**config.mk**
```make
export PLATFORM = sky130hd
export DESIGN_NAME = fetch_unit
export DESIGN_NICKNAME = d
export VERILOG_FILES = /design/src/rtl/fetch_unit_pkg.sv /design/src/rtl/fetch_unit.sv
export SDC_FILE = /design/constraint.sdc
export NUM_CORES = 1
export LEC_CHECK = 0
export ABC_AREA = 0
export ABC_CLOCK_PERIOD_IN_PS = 1820
export BUFFER_PORTS_ARGS = -buffer_cell sky130_fd_sc_hd__buf_2
export CORE_ASPECT_RATIO = 1.4
export CORE_MARGIN = 1
export CORE_UTILIZATION = 46
export DETAILED_ROUTE_END_ITERATION = 6
export PLACE_DENSITY = 0.8
export SETUP_SLACK_MARGIN = 0.05
export SKIP_LAST_GASP = 1
export SYNTH_ARGS = -nofsm -noshare
export SYNTH_HDL_FRONTEND = slang
export SYNTH_SLANG_ARGS = --single-unit
export TNS_END_PERCENT = 50
```
**constraint.sdc**
```tcl
create_clock -name clk -period 1.82 [get_ports clk]
set_input_delay 0.364 -clock clk [delete_from_list [all_inputs] [get_ports clk]]
set_output_delay 0.364 -clock clk [all_outputs]
set_load 0.03 [all_outputs]
```
**src/rtl/fetch_unit_pkg.sv**
```systemverilog
// fetch_unit_pkg: shared processor parameters and fetch FSM state encoding.
package fetch_unit_pkg;

    localparam int DEF_MEM_WIDTH   = 16;
    localparam int DEF_INSTR_WIDTH = 32;
    localparam int DEF_PC_INITIAL  = 0;

    typedef enum logic [1:0] {
        S_IDLE = 2'd0,
        S_LOAD = 2'd1,
        S_RUN  = 2'd2
    } state_e;

endpackage

```
**src/rtl/fetch_unit.sv**
```systemverilog
// fetch_unit: instruction-fetch stage driving a 1-cycle-latency program memory,
// with host program load, stall, branch redirect and halt.
module fetch_unit
    import fetch_unit_pkg::*;
#(
    parameter int MEM_WIDTH   = DEF_MEM_WIDTH,
    parameter int INSTR_WIDTH = DEF_INSTR_WIDTH,
    parameter int PC_INITIAL  = DEF_PC_INITIAL
) (
    input  logic                   clk,
    input  logic                   rst,
    input  logic                   prog_mode,
    input  logic                   prog_we,
    input  logic [MEM_WIDTH-1:0]   prog_addr,
    input  logic [INSTR_WIDTH-1:0] prog_data,
    input  logic                   start,
    input  logic                   halt,
    input  logic                   stall,
    input  logic                   branch_taken,
    input  logic [MEM_WIDTH-1:0]   branch_target,
    output logic                   mem_we,
    output logic [MEM_WIDTH-1:0]   mem_addr,
    output logic [INSTR_WIDTH-1:0] mem_data_in,
    input  logic [INSTR_WIDTH-1:0] mem_data_out,
    output logic [INSTR_WIDTH-1:0] instr,
    output logic [MEM_WIDTH-1:0]   instr_pc,
    output logic                   instr_valid,
    output logic                   running
);

    localparam logic [MEM_WIDTH-1:0] PC0 = MEM_WIDTH'(PC_INITIAL);

    state_e                 state_q, state_d;
    logic [MEM_WIDTH-1:0]   pc_q, pc_d;
    logic [MEM_WIDTH-1:0]   req_pc_q, req_pc_d;
    logic                   req_valid_q, req_valid_d;
    logic [INSTR_WIDTH-1:0] instr_q, instr_d;
    logic [MEM_WIDTH-1:0]   instr_pc_q, instr_pc_d;
    logic                   instr_valid_q, instr_valid_d;

    logic in_load, in_run, run_stall;

    assign in_load   = state_q == S_LOAD;
    assign in_run    = state_q == S_RUN;
    assign run_stall = in_run && !halt && !branch_taken && stall;

    // A stall re-presents the in-flight address so data_out is still that word next cycle.
    assign mem_addr    = in_load ? prog_addr : run_stall ? req_pc_q : pc_q;
    assign mem_we      = in_load && prog_we && !rst;
    assign mem_data_in = in_load ? prog_data : '0;

    assign instr       = instr_q;
    assign instr_pc    = instr_pc_q;
    assign instr_valid = instr_valid_q;
    assign running     = in_run;

    always_comb begin
        state_d       = state_q;
        pc_d          = pc_q;
        req_pc_d      = req_pc_q;
        req_valid_d   = req_valid_q;
        instr_d       = instr_q;
        instr_pc_d    = instr_pc_q;
        instr_valid_d = instr_valid_q;
        case (state_q)
            S_IDLE: begin
                instr_valid_d = 1'b0;
                if (prog_mode) begin
                    state_d = S_LOAD;
                end else if (start) begin
                    state_d     = S_RUN;
                    pc_d        = PC0;
                    req_valid_d = 1'b0;
                end
            end
            S_LOAD: begin
                instr_valid_d = 1'b0;
                if (!prog_mode) state_d = S_IDLE;
            end
            S_RUN: begin
                if (halt) begin
                    state_d       = S_IDLE;
                    req_valid_d   = 1'b0;
                    instr_valid_d = 1'b0;
                end else if (branch_taken) begin
                    pc_d          = branch_target;
                    req_valid_d   = 1'b0;
                    instr_valid_d = 1'b0;
                end else if (!stall) begin
                    pc_d          = pc_q + MEM_WIDTH'(1);
                    req_pc_d      = pc_q;
                    req_valid_d   = 1'b1;
                    instr_d       = mem_data_out;
                    instr_pc_d    = req_pc_q;
                    instr_valid_d = req_valid_q;
                end
            end
            default: state_d = S_IDLE;
        endcase
    end

    always_ff @(posedge clk) begin
        if (rst) begin
            state_q       <= S_IDLE;
            pc_q          <= PC0;
            req_pc_q      <= '0;
            req_valid_q   <= 1'b0;
            instr_q       <= '0;
            instr_pc_q    <= '0;
            instr_valid_q <= 1'b0;
        end else begin
            state_q       <= state_d;
            pc_q          <= pc_d;
            req_pc_q      <= req_pc_d;
            req_valid_q   <= req_valid_d;
            instr_q       <= instr_d;
            instr_pc_q    <= instr_pc_d;
            instr_valid_q <= instr_valid_d;
        end
    end

endmodule
```
==> results.md <==
- Run status: complete, but fails checks
- Violated checks: setup timing
- Ys async rst share: 0%
- Final Skew: 0.00815 ns
- WHS: 0.257 ns
- Worst R2R Path Depth: 8
- Total Nets Final: 857
- RSZ-0062 raised after global routing: true
- Final antenna diode count: 0
- Syn Inst Count: 530
- Port Buffers: 202
- Site Rows: 40
- Post-route ant nets: 0
- Worst-Margin Slew: 0.523 ns
- Share of cells above drive strength 1: 43.6%
- Cell with the most instances after synthesis: nand2_1
- Die area: 9180 um^2
- Max_slew headroom: 65.1%
- CP max-delay cell: dfxtp_4
- # fillers: 684
- DRC Markers: 0
- GP Congestion: 0.828
- Slew Limit Fails: 0
- Largest cells by area after synthesis: dfxtp_1, nand2_1, a21oi_1
- Post-synth top cells: nand2_1, dfxtp_1, a21oi_1, and2_1, o21ai_0
- Synth Flop Type: dfxtp_1
- Static Leakage: 0.00277 uW
- Final period utilization: 115%
- Worst-path cell chain: nor3b_4 > buf_6 > nand2_8 > mux2i_1 > o21ai_2 > buf_6
- Core Box Area: 8560 um^2
- Cell mode on critical path: buf_6
- Power per cell area: 740 nW/um^2
- Reg2Reg Setup Slack: -0.07 ns
- CP Data Arrival Time: 1.72 ns
- GRT Util Overall: 27.8%
- Clock Latency Late Sink: 0.34 ns
- Die W: 81.2 um
- Worst setup SP type: flop
- Hold Path Stages: 3
- Setup WS post-layout: -0.267 ns
- CP Data Required Time: 1.46 ns
- Die height: 113 um
- GRT overflow: 0
- Endpoints failing hold: 0
- #FFs+latches synth: 84
- TritonCTS clock tree: built
- Critical Path End: mem_addr[9]
- Top-area cell type share of the netlist area: 41.6%
- Num CTS Buffers: 9
- Non-Filler Instances: 862
- Initial Util: 47.3%
- Worst VDD drop: 0.663 mV
- Crit Path Class: flop to output port
- Placed cells: 828
- Max stage delay on crit path: 0.36 ns
- Post-Synthesis Net Count: 635
- Synthesized area: 4040 um^2
- Fin crit period: 2.09 ns
- Largest net degree at the start of global routing: 54
- Max_cap viols: 0
- Power share of the combinational group: 14.1%
- Post-synth EDFFs: 0
- Syn Area/Cell: 7.63 um^2
- Crit path max-delay family: flip-flops
- Clock power share: 45.6%
- Hold WC Path Type: input pin to flop
- Hpwl dp: 8810 um
- Initial antenna violation count: 0
- Switch share: 24.1%
- H-tree levels: 3
- Number of global-route vias before repair: 4280
- I/O pin count: 203
- Yosys top cell by area: dfxtp_1
- Crit. End Element: output port
- Reg2Reg Launch Point: state_q[0]$_SDFFE_PP0P_
- WP depth: 6
- Final WL: 13200 um
- Reg power frac: 40.3%
- # setup viols final: 59
- Initial DRC count: 294
- Drt pass-1 iters: 5
- Crit path launch: state_q[0]$_SDFFE_PP0P_
- Net Sw Power: 1110 uW
- Register area share after synthesis: 41.6%
- WL per Instance: 15.3 um
- Cts hold-fix bufs: 0
- Root buffer cell: clkbuf_16
- Number of vias per cell: 5.29
- CP Max Fanout: 5
- Syn-to-layout area delta: 54.4%
- Clock slew at reported path FFs: 0.06 ns
- Pint: 3500 uW
- Hold Crit Start: mem_data_out[1]
- Critical R2R Capture: pc_q[5]$_SDFFE_PP0P_
- Yosys warns: 0
- Max Buffers Root-to-Sink: 2
- Fmax: 479 MHz
- Global-route wire length before repair: 19700 um
- CP bufs+invs: 2
- Clk sinks: 84
- Unique masters post-synth: 50
- Routed vias: 4557
final cells by class:
type                       instances  area, um^2  area share [%]
clock inverter                     5         108            1.72
sequential                        84        1690            27.0
inverter                           9        33.8           0.541
timing repair buffer             251        1720            27.6
tap                              105         131            2.10
multi-input combinational        397        2330            37.2
clock buffer                      11         233            3.73
registers in the layout (all words and copies together), names as in the netlist:
| register | cells |
|---|---|
| instr | 32 |
| instr_pc | 16 |
| req_valid_q | 1 |
| req_pc_q | 16 |
| state_q | 2 |
| instr_valid | 1 |
| pc_q | 16 |
cells in the final DEF, fill, tap and decap left out, types with 2 or more instances in the layout:
| cell type | count |
|---|---|
| nand2b_1 | 3 |
| o2bb2ai_1 | 7 |
| clkbuf_16 | 11 |
| nor4_1 | 10 |
| a31oi_1 | 2 |
| a21oi_1 | 75 |
| a21o_1 | 2 |
| buf_4 | 37 |
| dfxtp_4 | 2 |
| mux2i_1 | 11 |
| o21ai_2 | 17 |
| o21ai_0 | 11 |
| and2_1 | 12 |
| buf_12 | 4 |
| nor2b_4 | 2 |
| or3_1 | 2 |
| nand2_8 | 2 |
| clkbuf_1 | 2 |
| a22oi_1 | 3 |
| mux2i_2 | 8 |
| inv_6 | 2 |
| and2_2 | 5 |
| nor2b_1 | 4 |
| bufinv_16 | 3 |
| buf_2 | 164 |
| and2_4 | 16 |
| inv_1 | 9 |
| nor2_1 | 10 |
| nand4_1 | 3 |
| nand3_1 | 11 |
| nand2_1 | 149 |
| dfxtp_1 | 82 |
| nor3_1 | 5 |
| buf_6 | 44 |
layer usage:
metal  global-route usage [%]  share of wire [%]  routed length [um]  vias up
li1                         -                  -                   -     2241
met1                     30.8                 37                4900     2097
met5                        0                  0                   0        -
met4                     12.3                3.0                 396        0
met2                     49.7                 54                7120      182
met3                     5.89                6.0                 795       37
tightest hold or removal path: stages:
cell and delay, ns:
buf_2 0.09, nand2_1 0.04, a21oi_1 0.05
worst min-delay path by stage:
stage	to	slack, ns
final	instr[1]$_SDFFE_PP0P_	0.26
after global routing	instr[7]$_SDFFE_PP0P_	0.26
after CTS	instr[1]$_SDFFE_PP0P_	0.25
after floorplan	instr_valid$_SDFFE_PP0P_	0.44
after detailed placement	instr_pc[4]$_SDFFE_PP0P_	0.44
after global placement	instr_pc[4]$_SDFFE_PP0P_	0.44
metrics by stage:
stage          TNS [ns]  setup WS, ns  area, um^2  power (uW)  util (%)
6_report          -8.90        -0.267        6240        4620      73.0
5_1_grt          -12.78        -0.331        6240        4750      73.0
4_1_cts           -7.55        -0.203        5950        4550      69.6
3_5_place_dp      -2.44        -0.200        5360        2420      62.6
3_3_place_gp      -1.48        -0.114        5360        2410      62.6
2_1_floorplan         0       0.00294        4140        2200         -
what timing repair did:
item                       4_1_cts  5_1_grt
buffers inserted                10        3
gates cloned                     2        3
resized for setup               45       90
setup endpoints to repair       51       76
pin swaps                        4        6
power groups by stage:
stage                     clock network (uW)  logic (uW)  registers, uW
after global routing                    2190         692           1860
after CTS                               2120         569           1860
final                                   2110         651           1860
after global placement                     0         505           1900
after floorplan                            0         296           1910
after detailed placement                   0         516           1910
logic make-up after synthesis:
logic type               share of synthesized area (%)
adder cells (fa/ha/maj)                          0.309
flip-flops                                        41.6
multiplexers                                      4.70
AND/OR/NAND/NOR                                   29.3
AO/OA/AOI/OAI                                     18.0
buffers and inverters                             6.10
No activity file was read; power rests on OpenSTA's default activity.
